`src/rtl/ppu_bbus_if.sv`:
```
// Request/response handshake and PPU B-bus pins for the B-bus sequencer.
// The master modport is the sequencer side. The slave modport is the requester and pad side.
interface ppu_bbus_if;
  logic       req_valid;
  logic       req_ready;
  logic       req_write;
  logic [7:0] req_addr;
  logic [7:0] req_wdata;
  logic       rsp_valid;
  logic [7:0] rsp_rdata;
  logic [7:0] pa;
  logic [7:0] pd_out;
  logic       pd_oe;
  logic [7:0] pd_in;
  logic       pard_n;
  logic       pawr_n;
  logic       lvl_pa_dir;
  logic       lvl_pd_dir;

  modport master (
    input  req_valid, req_write, req_addr, req_wdata, pd_in,
    output req_ready, rsp_valid, rsp_rdata, pa, pd_out, pd_oe,
           pard_n, pawr_n, lvl_pa_dir, lvl_pd_dir
  );

  modport slave (
    output req_valid, req_write, req_addr, req_wdata, pd_in,
    input  req_ready, rsp_valid, rsp_rdata, pa, pd_out, pd_oe,
           pard_n, pawr_n, lvl_pa_dir, lvl_pd_dir
  );
endinterface

```
`src/rtl/ppu_bbus_master.sv`:
```
// Single-master PPU B-bus sequencer. It runs the phases SETUP, STROBE and HOLD with programmable cycle counts.
// All pin outputs are registered.
module ppu_bbus_master #(
  parameter int unsigned SETUP_CYCLES  = 2,
  parameter int unsigned STROBE_CYCLES = 4,
  parameter int unsigned HOLD_CYCLES   = 2
) (
  input  logic      clock,
  input  logic      reset,
  ppu_bbus_if.master bus
);

  if (SETUP_CYCLES < 2 || SETUP_CYCLES > 15) begin : g_bad_setup
    $error("ppu_bbus_master: SETUP_CYCLES out of range 2..15");
  end
  if (STROBE_CYCLES < 1 || STROBE_CYCLES > 15) begin : g_bad_strobe
    $error("ppu_bbus_master: STROBE_CYCLES out of range 1..15");
  end
  if (HOLD_CYCLES < 2 || HOLD_CYCLES > 15) begin : g_bad_hold
    $error("ppu_bbus_master: HOLD_CYCLES out of range 2..15");
  end

  localparam logic [3:0] SETUP_LD  = 4'(SETUP_CYCLES - 1);
  localparam logic [3:0] STROBE_LD = 4'(STROBE_CYCLES - 1);
  localparam logic [3:0] HOLD_LD   = 4'(HOLD_CYCLES - 1);

  typedef enum logic [1:0] {IDLE, SETUP, STROBE, HOLD} state_e;

  state_e     state_q;
  logic [3:0] cnt_q;
  logic       wr_q;
  logic [7:0] pa_q, pd_out_q, rdata_q;
  logic       pd_oe_q, pard_n_q, pawr_n_q, pa_dir_q, pd_dir_q, rsp_q;

  assign bus.req_ready  = (state_q == IDLE) && !reset;
  assign bus.pa         = pa_q;
  assign bus.pd_out     = pd_out_q;
  assign bus.pd_oe      = pd_oe_q;
  assign bus.pard_n     = pard_n_q;
  assign bus.pawr_n     = pawr_n_q;
  assign bus.lvl_pa_dir = pa_dir_q;
  assign bus.lvl_pd_dir = pd_dir_q;
  assign bus.rsp_valid  = rsp_q;
  assign bus.rsp_rdata  = rdata_q;

  // cnt_q counts down to 0 within each phase and reloads on every phase change
  always_ff @(posedge clock) begin
    if (reset) begin
      state_q  <= IDLE;
      cnt_q    <= 4'd0;
      wr_q     <= 1'b0;
      pa_q     <= 8'h00;
      pd_out_q <= 8'h00;
      rdata_q  <= 8'h00;
      pd_oe_q  <= 1'b0;
      pard_n_q <= 1'b1;
      pawr_n_q <= 1'b1;
      pa_dir_q <= 1'b0;
      pd_dir_q <= 1'b0;
      rsp_q    <= 1'b0;
    end else begin
      unique case (state_q)
        IDLE: begin
          if (bus.req_valid) begin
            state_q  <= SETUP;
            cnt_q    <= SETUP_LD;
            wr_q     <= bus.req_write;
            pa_q     <= bus.req_addr;
            pd_out_q <= bus.req_wdata;
            pa_dir_q <= 1'b1;
            pd_dir_q <= bus.req_write;
            // During the first setup cycle the shifter turns around, so the FPGA does not drive PD yet.
            pd_oe_q  <= 1'b0;
          end
        end
        SETUP: begin
          pd_oe_q <= wr_q;
          if (cnt_q == 4'd0) begin
            state_q  <= STROBE;
            cnt_q    <= STROBE_LD;
            pawr_n_q <= !wr_q;
            pard_n_q <= wr_q;
          end else begin
            cnt_q <= cnt_q - 4'd1;
          end
        end
        STROBE: begin
          if (cnt_q == 4'd0) begin
            state_q  <= HOLD;
            cnt_q    <= HOLD_LD;
            pawr_n_q <= 1'b1;
            pard_n_q <= 1'b1;
            rsp_q    <= 1'b1;
            if (!wr_q) rdata_q <= bus.pd_in;
          end else begin
            cnt_q <= cnt_q - 4'd1;
          end
        end
        HOLD: begin
          rsp_q <= 1'b0;
          if (cnt_q == 4'd0) begin
            state_q  <= IDLE;
            pa_dir_q <= 1'b0;
            pd_dir_q <= 1'b0;
            pd_oe_q  <= 1'b0;
          end else begin
            cnt_q <= cnt_q - 4'd1;
            // Release PD one cycle before the direction flips back to input.
            if (cnt_q == 4'd1) pd_oe_q <= 1'b0;
          end
        end
      endcase
    end
  end

endmodule

```
`src/flat_wrapper.sv`:
```
// flat-port wrapper written by rule: the top's interface ports become plain ports
module ppu_bbus_master_flat 
#(
  parameter int unsigned SETUP_CYCLES  = 2,
  parameter int unsigned STROBE_CYCLES = 4,
  parameter int unsigned HOLD_CYCLES   = 2
)
  (clock, reset, bus_req_valid, bus_req_write, bus_req_addr, bus_req_wdata, bus_pd_in, bus_req_ready, bus_rsp_valid, bus_rsp_rdata, bus_pa, bus_pd_out, bus_pd_oe, bus_pard_n, bus_pawr_n, bus_lvl_pa_dir, bus_lvl_pd_dir);
  ppu_bbus_if bus_i ();
  input  logic clock;
  input  logic reset;
  input wire logic [$bits(bus_i.req_valid)-1:0] bus_req_valid;
  input wire logic [$bits(bus_i.req_write)-1:0] bus_req_write;
  input wire logic [$bits(bus_i.req_addr)-1:0] bus_req_addr;
  input wire logic [$bits(bus_i.req_wdata)-1:0] bus_req_wdata;
  input wire logic [$bits(bus_i.pd_in)-1:0] bus_pd_in;
  output wire logic [$bits(bus_i.req_ready)-1:0] bus_req_ready;
  output wire logic [$bits(bus_i.rsp_valid)-1:0] bus_rsp_valid;
  output wire logic [$bits(bus_i.rsp_rdata)-1:0] bus_rsp_rdata;
  output wire logic [$bits(bus_i.pa)-1:0] bus_pa;
  output wire logic [$bits(bus_i.pd_out)-1:0] bus_pd_out;
  output wire logic [$bits(bus_i.pd_oe)-1:0] bus_pd_oe;
  output wire logic [$bits(bus_i.pard_n)-1:0] bus_pard_n;
  output wire logic [$bits(bus_i.pawr_n)-1:0] bus_pawr_n;
  output wire logic [$bits(bus_i.lvl_pa_dir)-1:0] bus_lvl_pa_dir;
  output wire logic [$bits(bus_i.lvl_pd_dir)-1:0] bus_lvl_pd_dir;
  assign bus_i.req_valid = bus_req_valid;
  assign bus_i.req_write = bus_req_write;
  assign bus_i.req_addr = bus_req_addr;
  assign bus_i.req_wdata = bus_req_wdata;
  assign bus_i.pd_in = bus_pd_in;
  assign bus_req_ready = bus_i.req_ready;
  assign bus_rsp_valid = bus_i.rsp_valid;
  assign bus_rsp_rdata = bus_i.rsp_rdata;
  assign bus_pa = bus_i.pa;
  assign bus_pd_out = bus_i.pd_out;
  assign bus_pd_oe = bus_i.pd_oe;
  assign bus_pard_n = bus_i.pard_n;
  assign bus_pawr_n = bus_i.pawr_n;
  assign bus_lvl_pa_dir = bus_i.lvl_pa_dir;
  assign bus_lvl_pd_dir = bus_i.lvl_pd_dir;
  ppu_bbus_master #(.SETUP_CYCLES(SETUP_CYCLES), .STROBE_CYCLES(STROBE_CYCLES), .HOLD_CYCLES(HOLD_CYCLES)) u_core (.clock(clock), .reset(reset), .bus(bus_i));
endmodule
```
`config.mk`:
```
export PLATFORM = sky130hd
export DESIGN_NAME = ppu_bbus_master_flat
export DESIGN_NICKNAME = d
export VERILOG_FILES = /design/src/rtl/ppu_bbus_if.sv /design/src/rtl/ppu_bbus_master.sv /design/src/flat_wrapper.sv
export SDC_FILE = /design/constraint.sdc
export NUM_CORES = 1
export LEC_CHECK = 0
export BUFFER_PORTS_ARGS = -buffer_cell sky130_fd_sc_hd__buf_2
export CORE_MARGIN = 10
export CORE_UTILIZATION = 48
export DETAILED_ROUTE_END_ITERATION = 8
export PLACE_DENSITY = 0.81
export SYNTH_ARGS = -nofsm -noshare
export SYNTH_HDL_FRONTEND = slang
export SYNTH_SLANG_ARGS = --single-unit
```
`constraint.sdc`:
```
create_clock -name clock -period 2.2 [get_ports clock]
set_input_delay 0.22 -clock clock [delete_from_list [all_inputs] [get_ports clock]]
set_output_delay 0.22 -clock clock [all_outputs]
set_load 0.01 [all_outputs]
```
==> results.cfg <==
[cells_and_area]
antennaDiodeCount = 0
final_common_cell = buf_2
fin_nets = 287
fillers = 306
layout-drive-gt1-share_pct = 28.2
areaGrowthSynthToFinish_pct = 24.6
final_cell_mix = 58 x buf_2, 44 x nand2_1, 37 x dfxtp_1

[worst_setup_path]
start_kind = register
critical_path_required_ns = 2.42
worstSetupPathType = register to register
arrival_ns = 2.17
cp_max_fo = 8
regToRegSetupSlack_ns = 0.24
r2r_start = u_core.cnt_q[0]$_SDFFE_PP0P_
endpoint_kind = register
r2r-end = u_core.bus.rsp_rdata[0]$_SDFFE_PP0P_
r2r_cells = 6

[power_and_ir_drop]
switching_share_pct = 38.2
powerDensity_mw_per_mm2 = 1210
power.switching_w = 0.000924
p_comb_share_pct = 44.0
peakVddDrop_mv = 0.602
p_int_w = 0.00149
pwr-share-seq_pct = 37.9
pwr-share-clk_pct = 18.1
p_leak_nw = 0.980

[job]
maxCapViolCount = 0

[timing]
worstMarginPinSlew_ns = 0.565
period_share_pct = 88.9
slew_headroom_pct = 62.2
slew_violations = 0
grt_setup_unrepaired = no
tns_ns = 0
hold_violations = 0
skew_ns = 0.00254
min_period_ns = 1.96
fmax_mhz = 511
final-setup-viol-count = 0
setup_ws_ns = 0.244

[logic_synthesis]
yosys-top-cells-area = dfxtp_1 46%, nand2_1 10%, a21oi_1 8.5%
ys_warn_count = 0
syn-num-nets = 230
yosysTopAreaCell = dfxtp_1
synth_cells = 195
synth_ff_type = dfxtp_1
yosys_register_bits = 37
ys_types = 32
syn_area_per_cell_um2 = 8.20
synth_edf_count = 0
synth_area_mm2 = 0.00160
yosysSeqAreaShare_pct = 46.3
synth-async-reset-ratio_pct = 0
yosysTopAreaCellShare_pct = 46.3

[clock_tree]
cts_tree = yes
root_buffer = clkbuf_4
clock_path_buffers = 2
cts_hold_buf = 0
cts_resized = 0
post_cts_buffers = 0
worstSkewPairLatency_ns = 0.33
clkSinkCount = 37
numCtsBuffers = 5
htree_levels = 2
clk_pin_slew_ns = 0.10

[routing]
antenna_left = 0
viasPerCell = 5.02
drc = 0
drt-total-wl_um = 3950
drt_pass1_iterations = 4
wl_per_cell_um = 13.4
drtIter0Drc = 110
vias = 1485

[die]
ioPinCount = 59
core.rowCount = 20
die_w_um = 77.7
core_area_mm2 = 0.00313
start_util_pct = 51.1
die_height_um = 77.7
die_area_mm2 = 0.00604

[global_routing]
overflow = 0
antenna_found_initial = 0
grt_pass1_vias = 1439
grt_max_degree = 31
grt_pass1_wl_um = 6770
grtUsageTotal_pct = 13.2

[worst_hold_path]
whs_path_depth = 3
hp-class = input pin to register
min-delay-start = bus_pd_in[3]
worstHoldEndpoint = u_core.bus.rsp_rdata[3]$_SDFFE_PP0P_

[placement]
post-place-ws_ns = 0.261
dpl.hpwl_um = 3020
port_buffers = 58
gp_congestion = 0.858

[outcome]
status = finished, final reports clean
==> power groups by stage <==
| stage | Combinational, W | Sequential [W] | Clock, W |
|---|---|---|---|
| final | 0.00106 | 0.000915 | 0.000437 |
| after CTS | 0.00107 | 0.000914 | 0.000453 |
| after global placement | 0.00104 | 0.000926 | 0 |
| after detailed placement | 0.00106 | 0.000929 | 0 |
| after floorplan | 0.000702 | 0.000969 | 0 |
| after global routing | 0.00121 | 0.000940 | 0.000489 |
==> cell usage after synthesis, types with 2 or more instances <==
cell / n
nand2_1: 44
nand2b_1: 2
clkbuf_1: 9
or4_1: 2
a211oi_1: 2
dfxtp_1: 37
nor2_1: 17
nor2b_1: 3
a21oi_1: 27
o21ai_0: 4
ha_1: 7
nand3_1: 3
or3_1: 3
and2_1: 2
o21bai_1: 2
o31ai_1: 2
inv_1: 6
mux2i_1: 9
==> how the worst max path moves through the flow <==
stage / startpoint / to / slack, ns
after global placement: u_core.cnt_q[0]$_SDFFE_PP0P_ / u_core.bus.rsp_rdata[3]$_SDFFE_PP0P_ / 0.34
final: u_core.cnt_q[0]$_SDFFE_PP0P_ / u_core.bus.rsp_rdata[0]$_SDFFE_PP0P_ / 0.24
after CTS: u_core.cnt_q[0]$_SDFFE_PP0P_ / u_core.bus.rsp_rdata[0]$_SDFFE_PP0P_ / 0.25
after floorplan: u_core.cnt_q[0]$_SDFFE_PP0P_ / u_core.bus.rsp_rdata[0]$_SDFFE_PP0P_ / 0.37
after global routing: u_core.cnt_q[0]$_SDFFE_PP0P_ / u_core.bus.rsp_rdata[0]$_SDFFE_PP0P_ / 0.11
after detailed placement: u_core.cnt_q[0]$_SDFFE_PP0P_ / u_core.bus.rsp_rdata[4]$_SDFFE_PP0P_ / 0.26
==> layer usage <==
layer  up-vias  routed length (µm)  global-route usage, %  share of wire [%]
li1        763                   -                      -                  -
met1       663                1920                   17.2                 49
met2        54                1640                   19.1                 41
met3         5                 360                   5.76                9.1
met4         0                  33                   3.83               0.83
met5         -                   0                      0                  0
==> stage by stage <==
step           util (%)  total power (W)  cell area, µm²  hold WS (ns)  instances
6_report           63.7          0.00242            1990         0.118        296
3_5_place_dp       61.4          0.00199            1920         0.444        289
5_1_grt            63.7          0.00263            1990         0.102        296
3_3_place_gp       61.4          0.00197            1920         0.436        289
2_1_floorplan         -          0.00167            1600         0.356        195
4_1_cts            63.7          0.00244            1990         0.101        296
==> kinds of logic after synthesis <==
family / Yosys count / synth area share (%)
buffers and inverters: 18 / 4.77
AND/OR/NAND/NOR: 81 / 22.5
adder cells (fa/ha/maj): 7 / 5.48
multiplexers: 9 / 5.63
flip-flops: 37 / 46.3
AO/OA/AOI/OAI: 43 / 15.3
==> worst max-delay path, cell delays in order (launching register included) <==
cell and delay (ns):
dfxtp_1 0.37, inv_1 0.11, ha_1 0.21, or3b_1 0.37, or3_1 0.51, mux2i_1 0.22, nor2_1 0.06
==> final cells by class <==
cell class / count / area, µm² / area share [%]
Sequential cell: 37 / 741 / 37.2
Clock buffer: 5 / 37.5 / 1.88
Tap cell: 44 / 55.1 / 2.76
Timing Repair Buffer: 62 / 320 / 16.1
Multi-Input combinational cell: 140 / 782 / 39.2
Inverter: 6 / 22.5 / 1.13
Clock inverter: 2 / 35.0 / 1.76
==> sequential cells by signal (all words and copies together), names as in the netlist <==
signal                 count
u_core.bus.lvl_pd_dir      1
u_core.bus.pa              8
u_core.bus.rsp_rdata       8
u_core.bus.pd_out          8
u_core.bus.pd_oe           1
u_core.cnt_q               4
u_core.bus.lvl_pa_dir      1
u_core.state_q             2
u_core.bus.pawr_n          1
u_core.bus.rsp_valid       1
u_core.wr_q                1
u_core.bus.pard_n          1
(Power assumes the default switching activity.)
